### config.mk
export PLATFORM = sky130hd
export DESIGN_NAME = multicycle_controller
export DESIGN_NICKNAME = d
export VERILOG_FILES = /design/src/rtl/mc_pkg.sv /design/src/rtl/main_fsm.sv /design/src/rtl/multicycle_controller.sv
export SDC_FILE = /design/constraint.sdc
export NUM_CORES = 1
export LEC_CHECK = 0
export BUFFER_PORTS_ARGS = -buffer_cell sky130_fd_sc_hd__clkbuf_2
export CAP_MARGIN = 20
export CELL_PAD_IN_SITES_DETAIL_PLACEMENT = 1
export CELL_PAD_IN_SITES_GLOBAL_PLACEMENT = 2
export CORE_ASPECT_RATIO = 1.1
export CORE_MARGIN = 3
export CORE_UTILIZATION = 23
export CTS_CLUSTER_DIAMETER = 80
export DETAILED_ROUTE_END_ITERATION = 8
export GPL_ROUTABILITY_DRIVEN = 0
export PLACE_DENSITY = 0.81
export SYNTH_ARGS = -nofsm -noshare
export SYNTH_HDL_FRONTEND = slang
export SYNTH_HIERARCHICAL = 1
export SYNTH_SLANG_ARGS = --single-unit
export TNS_END_PERCENT = 100
### constraint.sdc
create_clock -name clk -period 2 [get_ports clk]
set_input_delay 0 -clock clk [delete_from_list [all_inputs] [get_ports clk]]
set_output_delay 0 -clock clk [all_outputs]
set_load 0.1 [all_outputs]
### src/rtl/mc_pkg.sv
`default_nettype none
// ============================================================================
// Module      : mc_pkg
// Description : Shared encodings for the multicycle RV32I controller: FSM
//               states, opcodes, ALU operation codes and mux select values.
// Revision    : 1.0 - initial release
// ============================================================================
package mc_pkg;

  typedef enum logic [3:0] {
    FETCH    = 4'd0,
    DECODE   = 4'd1,
    MEMADR   = 4'd2,
    MEMREAD  = 4'd3,
    MEMWB    = 4'd4,
    MEMWRITE = 4'd5,
    EXECR    = 4'd6,
    EXECI    = 4'd7,
    ALUWB    = 4'd8,
    JAL      = 4'd9,
    BEQ      = 4'd10
  } statetype;

  // Opcodes (IR[6:0])
  localparam logic [6:0] OP_LW     = 7'b0000011;
  localparam logic [6:0] OP_SW     = 7'b0100011;
  localparam logic [6:0] OP_RTYPE  = 7'b0110011;
  localparam logic [6:0] OP_ITYPE  = 7'b0010011;
  localparam logic [6:0] OP_JAL    = 7'b1101111;
  localparam logic [6:0] OP_BRANCH = 7'b1100011;

  // Internal ALU operation class
  localparam logic [1:0] ALUOP_ADD   = 2'b00;
  localparam logic [1:0] ALUOP_SUB   = 2'b01;
  localparam logic [1:0] ALUOP_FUNCT = 2'b10;

  // ALUControl codes
  localparam logic [3:0] ALU_ADD  = 4'b0000;
  localparam logic [3:0] ALU_SUB  = 4'b0001;
  localparam logic [3:0] ALU_AND  = 4'b0010;
  localparam logic [3:0] ALU_OR   = 4'b0011;
  localparam logic [3:0] ALU_XOR  = 4'b0100;
  localparam logic [3:0] ALU_SLT  = 4'b0101;
  localparam logic [3:0] ALU_SLL  = 4'b0110;
  localparam logic [3:0] ALU_SRL  = 4'b0111;
  localparam logic [3:0] ALU_SLTU = 4'b1000;
  localparam logic [3:0] ALU_SRA  = 4'b1001;

  // ALU operand A select
  localparam logic [1:0] SRCA_PC    = 2'b00;
  localparam logic [1:0] SRCA_OLDPC = 2'b01;
  localparam logic [1:0] SRCA_A     = 2'b10;

  // ALU operand B select
  localparam logic [1:0] SRCB_WD    = 2'b00;
  localparam logic [1:0] SRCB_IMM   = 2'b01;
  localparam logic [1:0] SRCB_FOUR  = 2'b10;

  // Result bus select
  localparam logic [1:0] RES_ALUOUT    = 2'b00;
  localparam logic [1:0] RES_DATA      = 2'b01;
  localparam logic [1:0] RES_ALURESULT = 2'b10;

  // Immediate format select
  localparam logic [1:0] IMM_I = 2'b00;
  localparam logic [1:0] IMM_S = 2'b01;
  localparam logic [1:0] IMM_B = 2'b10;
  localparam logic [1:0] IMM_J = 2'b11;

endpackage
`default_nettype wire

### src/rtl/main_fsm.sv
`default_nettype none
// ============================================================================
// Module      : main_fsm
// Description : Instruction sequencer for the multicycle controller. Holds
//               the state register and produces the per-state datapath
//               controls, the PC write decision and the ALU operation class.
// Revision    : 1.0 - initial release
// ============================================================================
module main_fsm
  import mc_pkg::*;
(
  input  logic       clk,
  input  logic       reset,
  input  logic [6:0] op,
  input  logic       funct3_0,
  input  logic       Zero,
  output logic       PCWrite,
  output logic       AdrSrc,
  output logic       MemWrite,
  output logic       IRWrite,
  output logic [1:0] ResultSrc,
  output logic [1:0] ALUSrcA,
  output logic [1:0] ALUSrcB,
  output logic       RegWrite,
  output logic       InstrRetire,
  output logic       IllegalOp,
  output logic [1:0] ALUOp
);

  statetype state;
  statetype next_state;

  logic pc_update;
  logic branch;
  logic mem_write_raw;
  logic ir_write_raw;
  logic reg_write_raw;
  logic retire_raw;
  logic illegal_raw;

  // State register; reset always returns to FETCH
  always_ff @(posedge clk) begin
    if (reset) state <= FETCH;
    else       state <= next_state;
  end

  // Next-state and per-state control table
  always_comb begin
    next_state    = state;
    pc_update     = 1'b0;
    branch        = 1'b0;
    mem_write_raw = 1'b0;
    ir_write_raw  = 1'b0;
    reg_write_raw = 1'b0;
    retire_raw    = 1'b0;
    illegal_raw   = 1'b0;
    AdrSrc        = 1'b0;
    ResultSrc     = RES_ALUOUT;
    ALUSrcA       = SRCA_PC;
    ALUSrcB       = SRCB_WD;
    ALUOp         = ALUOP_ADD;

    case (state)
      FETCH: begin
        ir_write_raw = 1'b1;
        ALUSrcA      = SRCA_PC;
        ALUSrcB      = SRCB_FOUR;
        ALUOp        = ALUOP_ADD;
        ResultSrc    = RES_ALURESULT;
        pc_update    = 1'b1;
        next_state   = DECODE;
      end
      DECODE: begin
        // Precompute the branch/jump target into ALUOut
        ALUSrcA = SRCA_OLDPC;
        ALUSrcB = SRCB_IMM;
        ALUOp   = ALUOP_ADD;
        case (op)
          OP_LW, OP_SW: next_state = MEMADR;
          OP_RTYPE:     next_state = EXECR;
          OP_ITYPE:     next_state = EXECI;
          OP_JAL:       next_state = JAL;
          OP_BRANCH:    next_state = BEQ;
          default: begin
            illegal_raw = 1'b1;
            next_state  = FETCH;
          end
        endcase
      end
      MEMADR: begin
        ALUSrcA    = SRCA_A;
        ALUSrcB    = SRCB_IMM;
        ALUOp      = ALUOP_ADD;
        next_state = (op == OP_SW) ? MEMWRITE : MEMREAD;
      end
      MEMREAD: begin
        AdrSrc     = 1'b1;
        ResultSrc  = RES_ALUOUT;
        next_state = MEMWB;
      end
      MEMWB: begin
        ResultSrc     = RES_DATA;
        reg_write_raw = 1'b1;
        retire_raw    = 1'b1;
        next_state    = FETCH;
      end
      MEMWRITE: begin
        AdrSrc        = 1'b1;
        ResultSrc     = RES_ALUOUT;
        mem_write_raw = 1'b1;
        retire_raw    = 1'b1;
        next_state    = FETCH;
      end
      EXECR: begin
        ALUSrcA    = SRCA_A;
        ALUSrcB    = SRCB_WD;
        ALUOp      = ALUOP_FUNCT;
        next_state = ALUWB;
      end
      EXECI: begin
        ALUSrcA    = SRCA_A;
        ALUSrcB    = SRCB_IMM;
        ALUOp      = ALUOP_FUNCT;
        next_state = ALUWB;
      end
      ALUWB: begin
        ResultSrc     = RES_ALUOUT;
        reg_write_raw = 1'b1;
        retire_raw    = 1'b1;
        next_state    = FETCH;
      end
      JAL: begin
        // Jump to ALUOut target while computing the link value OldPC+4
        ALUSrcA    = SRCA_OLDPC;
        ALUSrcB    = SRCB_FOUR;
        ALUOp      = ALUOP_ADD;
        ResultSrc  = RES_ALUOUT;
        pc_update  = 1'b1;
        next_state = ALUWB;
      end
      BEQ: begin
        ALUSrcA    = SRCA_A;
        ALUSrcB    = SRCB_WD;
        ALUOp      = ALUOP_SUB;
        ResultSrc  = RES_ALUOUT;
        branch     = 1'b1;
        retire_raw = 1'b1;
        next_state = FETCH;
      end
      default: next_state = FETCH;
    endcase
  end

  // Write enables and status flags; reset suppresses all of them so an
  // aborted instruction leaves no architectural side effect
  always_comb begin
    PCWrite     = ~reset & (pc_update | (branch & (Zero ^ funct3_0)));
    MemWrite    = ~reset & mem_write_raw;
    IRWrite     = ~reset & ir_write_raw;
    RegWrite    = ~reset & reg_write_raw;
    InstrRetire = ~reset & retire_raw;
    IllegalOp   = ~reset & illegal_raw;
  end

endmodule
`default_nettype wire

### src/rtl/multicycle_controller.sv
`default_nettype none
// ============================================================================
// Module      : multicycle_controller
// Description : Control unit for a multicycle RV32I datapath (lw, sw, R-type,
//               I-type ALU, beq/bne, jal). Wraps the sequencer and adds the
//               ALU operation and immediate format decoders.
// Revision    : 1.0 - initial release
// ============================================================================
module multicycle_controller
  import mc_pkg::*;
(
  input  logic       clk,
  input  logic       reset,
  input  logic [6:0] op,
  input  logic [2:0] funct3,
  input  logic       funct7b5,
  input  logic       Zero,
  output logic       PCWrite,
  output logic       AdrSrc,
  output logic       MemWrite,
  output logic       IRWrite,
  output logic [1:0] ResultSrc,
  output logic [1:0] ALUSrcA,
  output logic [1:0] ALUSrcB,
  output logic [1:0] ImmSrc,
  output logic [3:0] ALUControl,
  output logic       RegWrite,
  output logic       InstrRetire,
  output logic       IllegalOp
);

  logic [1:0] alu_op;

  main_fsm u_main_fsm (
    .clk         (clk),
    .reset       (reset),
    .op          (op),
    .funct3_0    (funct3[0]),
    .Zero        (Zero),
    .PCWrite     (PCWrite),
    .AdrSrc      (AdrSrc),
    .MemWrite    (MemWrite),
    .IRWrite     (IRWrite),
    .ResultSrc   (ResultSrc),
    .ALUSrcA     (ALUSrcA),
    .ALUSrcB     (ALUSrcB),
    .RegWrite    (RegWrite),
    .InstrRetire (InstrRetire),
    .IllegalOp   (IllegalOp),
    .ALUOp       (alu_op)
  );

  // ALU operation decode; op[5] separates R-type sub from I-type addi
  always_comb begin
    ALUControl = ALU_ADD;
    case (alu_op)
      ALUOP_ADD: ALUControl = ALU_ADD;
      ALUOP_SUB: ALUControl = ALU_SUB;
      ALUOP_FUNCT: begin
        case (funct3)
          3'b000:  ALUControl = (funct7b5 & op[5]) ? ALU_SUB : ALU_ADD;
          3'b001:  ALUControl = ALU_SLL;
          3'b010:  ALUControl = ALU_SLT;
          3'b011:  ALUControl = ALU_SLTU;
          3'b100:  ALUControl = ALU_XOR;
          3'b101:  ALUControl = funct7b5 ? ALU_SRA : ALU_SRL;
          3'b110:  ALUControl = ALU_OR;
          default: ALUControl = ALU_AND;
        endcase
      end
      default: ALUControl = ALU_ADD;
    endcase
  end

  // Immediate format decode, purely from the opcode in every state
  always_comb begin
    ImmSrc = IMM_I;
    case (op)
      OP_LW, OP_ITYPE: ImmSrc = IMM_I;
      OP_SW:           ImmSrc = IMM_S;
      OP_BRANCH:       ImmSrc = IMM_B;
      OP_JAL:          ImmSrc = IMM_J;
      default:         ImmSrc = IMM_I;
    endcase
  end

endmodule
`default_nettype wire

==> impl_metrics.toml <==
[cells_and_area]
top_register = "u_main_fsm/state"
drive_above_1_share_pct = 49.61
top_regs = "u_main_fsm/state (4)"
nFillCells = 341
final-seq-area_um2 = 81.33
multiInputGateArea_um2 = 644.4
syn2layout_area_growth_pct = 61.31
nets = 147
final_cell_mix = "25 x clkbuf_2, 10 x nor2_1, 7 x a21oi_1, 7 x buf_4"
final_common_cell = "clkbuf_2"
fin_area_um2 = 1080
n_antenna_cell = 0
largest_reg_flops = 4

[min_path]
hp-class = "in -> reg"
hold_path_end = "u_main_fsm/state[3]$_SDFF_PP0_"
whs_path_depth = 2
hp-start = "reset"

[logic_synthesis]
syn_nets = 110
netlist_area_um2 = 669.4
synth_seq_cells = 4
postSynthAreaPerCell_um2 = 7.121
synth_warnings = 6
synth_cell_type_count = 41
syn_inst = 94
ys_seq_area_share_pct = 11.96

[floorplan]
pin_count = 33
die_x_um = 57.44
num_rows = 19
die_area_um2 = 3594
core_area_um2 = 2639
die_y_um = 62.58
initial_core_util_pct = 25.37

[power_and_ir_drop]
power.density_nw_per_um2 = 369.2
vdd.ir_drop.worst_mv = 0.1820
leakage_nw = 0.4469

[setup_path]
critPathArrivalTime_ns = 1.84
regToRegStartpoint = "u_main_fsm/state[2]$_SDFF_PP0_"
rr_endpoint = "u_main_fsm/state[3]$_SDFF_PP0_"
worstPathMaxFanout = 14
worst-r2r-setup-slack_ns = 0.67
path_class = "reg -> out"
start_kind = "flop"
startpoint = "u_main_fsm/state[0]$_SDFF_PP0_"
end_kind = "primary output"
rr_worst_depth = 4
crit_required_ns = 2.00

[cts]
numCtsBuffers = 3
path_clk_slew_ns = 0.04
tritoncts = "done"
cts_max_level = 1
postCtsSetupBuffers = 0
clk_path_buf_depth = 2
hold_buffers = 0
ctsResizeCount = 0
clock-sinks = 4
root_buffer = "clkbuf_4"
insertion_delay_ns = 0.24

[sta]
setup_viol = 0
layout_min_cycle_time_ns = 1.837
drv_slew = 0
fin_crit_sh_pct = 91.83
rsz0062_at_grt = "no"
worst_pin_slew_ns = 0.5469
fin_setup_tns_ns = 0
fin_skew_ns = 0.006951
hold_viol_final = 0
fmax_mhz = 544.5
max-slew-margin-rel_pct = 63.70

[drt]
viasPerCell = 5.069
dr.pass1.iters = 4
wl_per_cell_um = 14.36
drc_errors = 0
drt_iter0_drc = 12
ant_nets = 0
routed_wirelength_um = 2298
num_vias = 811

[placement]
dp_hpwl_um = 1837
place_area_um2 = 1057
portBuffers = 32

[job]
drv_cap = 0

[global_routing]
grt_pass1_vias = 867
grt_max_degree = 15
grt_pass1_wl_um = 4036
grt_antenna_before_repair = 0
grt_overflow = 0
grt_util_all_layers_pct = 13.84

[status]
status = "completed"
## kinds of logic after synthesis
group / synth area share, %
AOI/OAI and AO/OA: 26.73
xor gates and xnor gates: 6.543
adders and majority gates: 3.738
buffers and inverters: 6.915
DFF: 11.96
and+or+nand+nor: 44.11
## critical path: stages (launching register included)
cell and delay, ns:
dfxtp_1 0.33, buf_4 0.22, and2b_2 0.25, a21oi_1 0.08, a2111oi_2 0.49, buf_12 0.23
## power breakdown
group	total, mW	switching, mW	internal, mW
Combinational	0.215	0.159	0.0557
Clock	0.0999	0.0328	0.0671
Sequential	0.0836	0.00134	0.0823
Total	0.399	0.194	0.205
## Yosys cell counts
| master | count | area [µm²] |
|---|---|---|
| a2111oi_1 | 1 | 10.01 |
| a2111oi_2 | 1 | 15.01 |
| a211oi_2 | 1 | 12.51 |
| a21oi_1 | 7 | 35.03 |
| a21oi_2 | 2 | 17.52 |
| a22oi_1 | 3 | 22.52 |
| a311o_1 | 1 | 10.01 |
| a31oi_1 | 1 | 6.260 |
| and2_1 | 1 | 6.260 |
| and2b_1 | 1 | 7.510 |
| and2b_2 | 2 | 17.52 |
| and3b_1 | 1 | 8.760 |
| and3b_2 | 1 | 10.01 |
| and4_1 | 1 | 8.760 |
| buf_2 | 4 | 20.02 |
| buf_6 | 1 | 11.26 |
| dfxtp_1 | 4 | 80.08 |
| ha_1 | 2 | 25.02 |
| inv_1 | 4 | 15.01 |
| nand2_1 | 5 | 18.77 |
| nand2b_1 | 2 | 12.51 |
| nand3_1 | 1 | 5.000 |
| nand4_1 | 2 | 12.51 |
| nand4b_1 | 1 | 8.760 |
| nor2_1 | 13 | 48.80 |
| nor2b_1 | 5 | 31.28 |
| nor3_1 | 5 | 25.02 |
| nor3_2 | 1 | 10.01 |
| nor3b_1 | 4 | 30.03 |
| nor4_1 | 1 | 6.260 |
| nor4bb_1 | 1 | 10.01 |
| o2111ai_1 | 1 | 8.760 |
| o211a_1 | 1 | 10.01 |
| o211ai_1 | 1 | 7.510 |
| o21ai_0 | 2 | 10.01 |
| o21bai_1 | 1 | 7.510 |
| o22ai_1 | 1 | 6.260 |
| or3_1 | 1 | 6.260 |
| or3_4 | 1 | 11.26 |
| xnor2_1 | 3 | 26.28 |
| xor2_1 | 2 | 17.52 |
## final cells by class
class	instances	area share, %
sequential	4	7.532
tap	31	3.592
multi-input combinational	81	59.68
timing repair buffer	37	25.72
inverter	4	1.390
clock buffer	3	2.086
## metal layers
metal / vias to the layer above / track usage [%] / share of wire (%)
met5: - / 0 / 0
met4: 0 / 6.087 / 0.87
met3: 2 / 1.860 / 4.6
met2: 23 / 24.58 / 51
met1: 369 / 15.97 / 43
li1: 417 / - / -
## stage by stage
| stage | cells | utilization, % | worst slack, ns | hold slack (ns) | power (mW) |
|---|---|---|---|---|---|
| final | 160 | 40.92 | 0.1634 | 0.1079 | 0.3987 |
| after global routing | 160 | 40.92 | 0.02998 | 0.1238 | 0.4317 |
| after CTS | 160 | 40.92 | 0.03252 | 0.1021 | 0.4071 |
| after detailed placement | 157 | 40.07 | 0.2889 | 0.3363 | 0.3004 |
| after global placement | 157 | 40.07 | 0.3321 | 0.3346 | 0.2978 |
| after floorplan | 94 | - | -0.7004 | 0.1061 | 0.2426 |
## worst max path at each step
stage	to	slack [ns]
2_1_floorplan	ALUSrcB[0]	-0.70
3_3_place_gp	ALUControl[2]	0.33
3_5_place_dp	ALUControl[2]	0.29
4_1_cts	ALUControl[2]	0.03
5_1_grt	ALUControl[2]	0.03
6_report	PCWrite	0.16
Note: power is estimated with default switching activity, not from simulation.
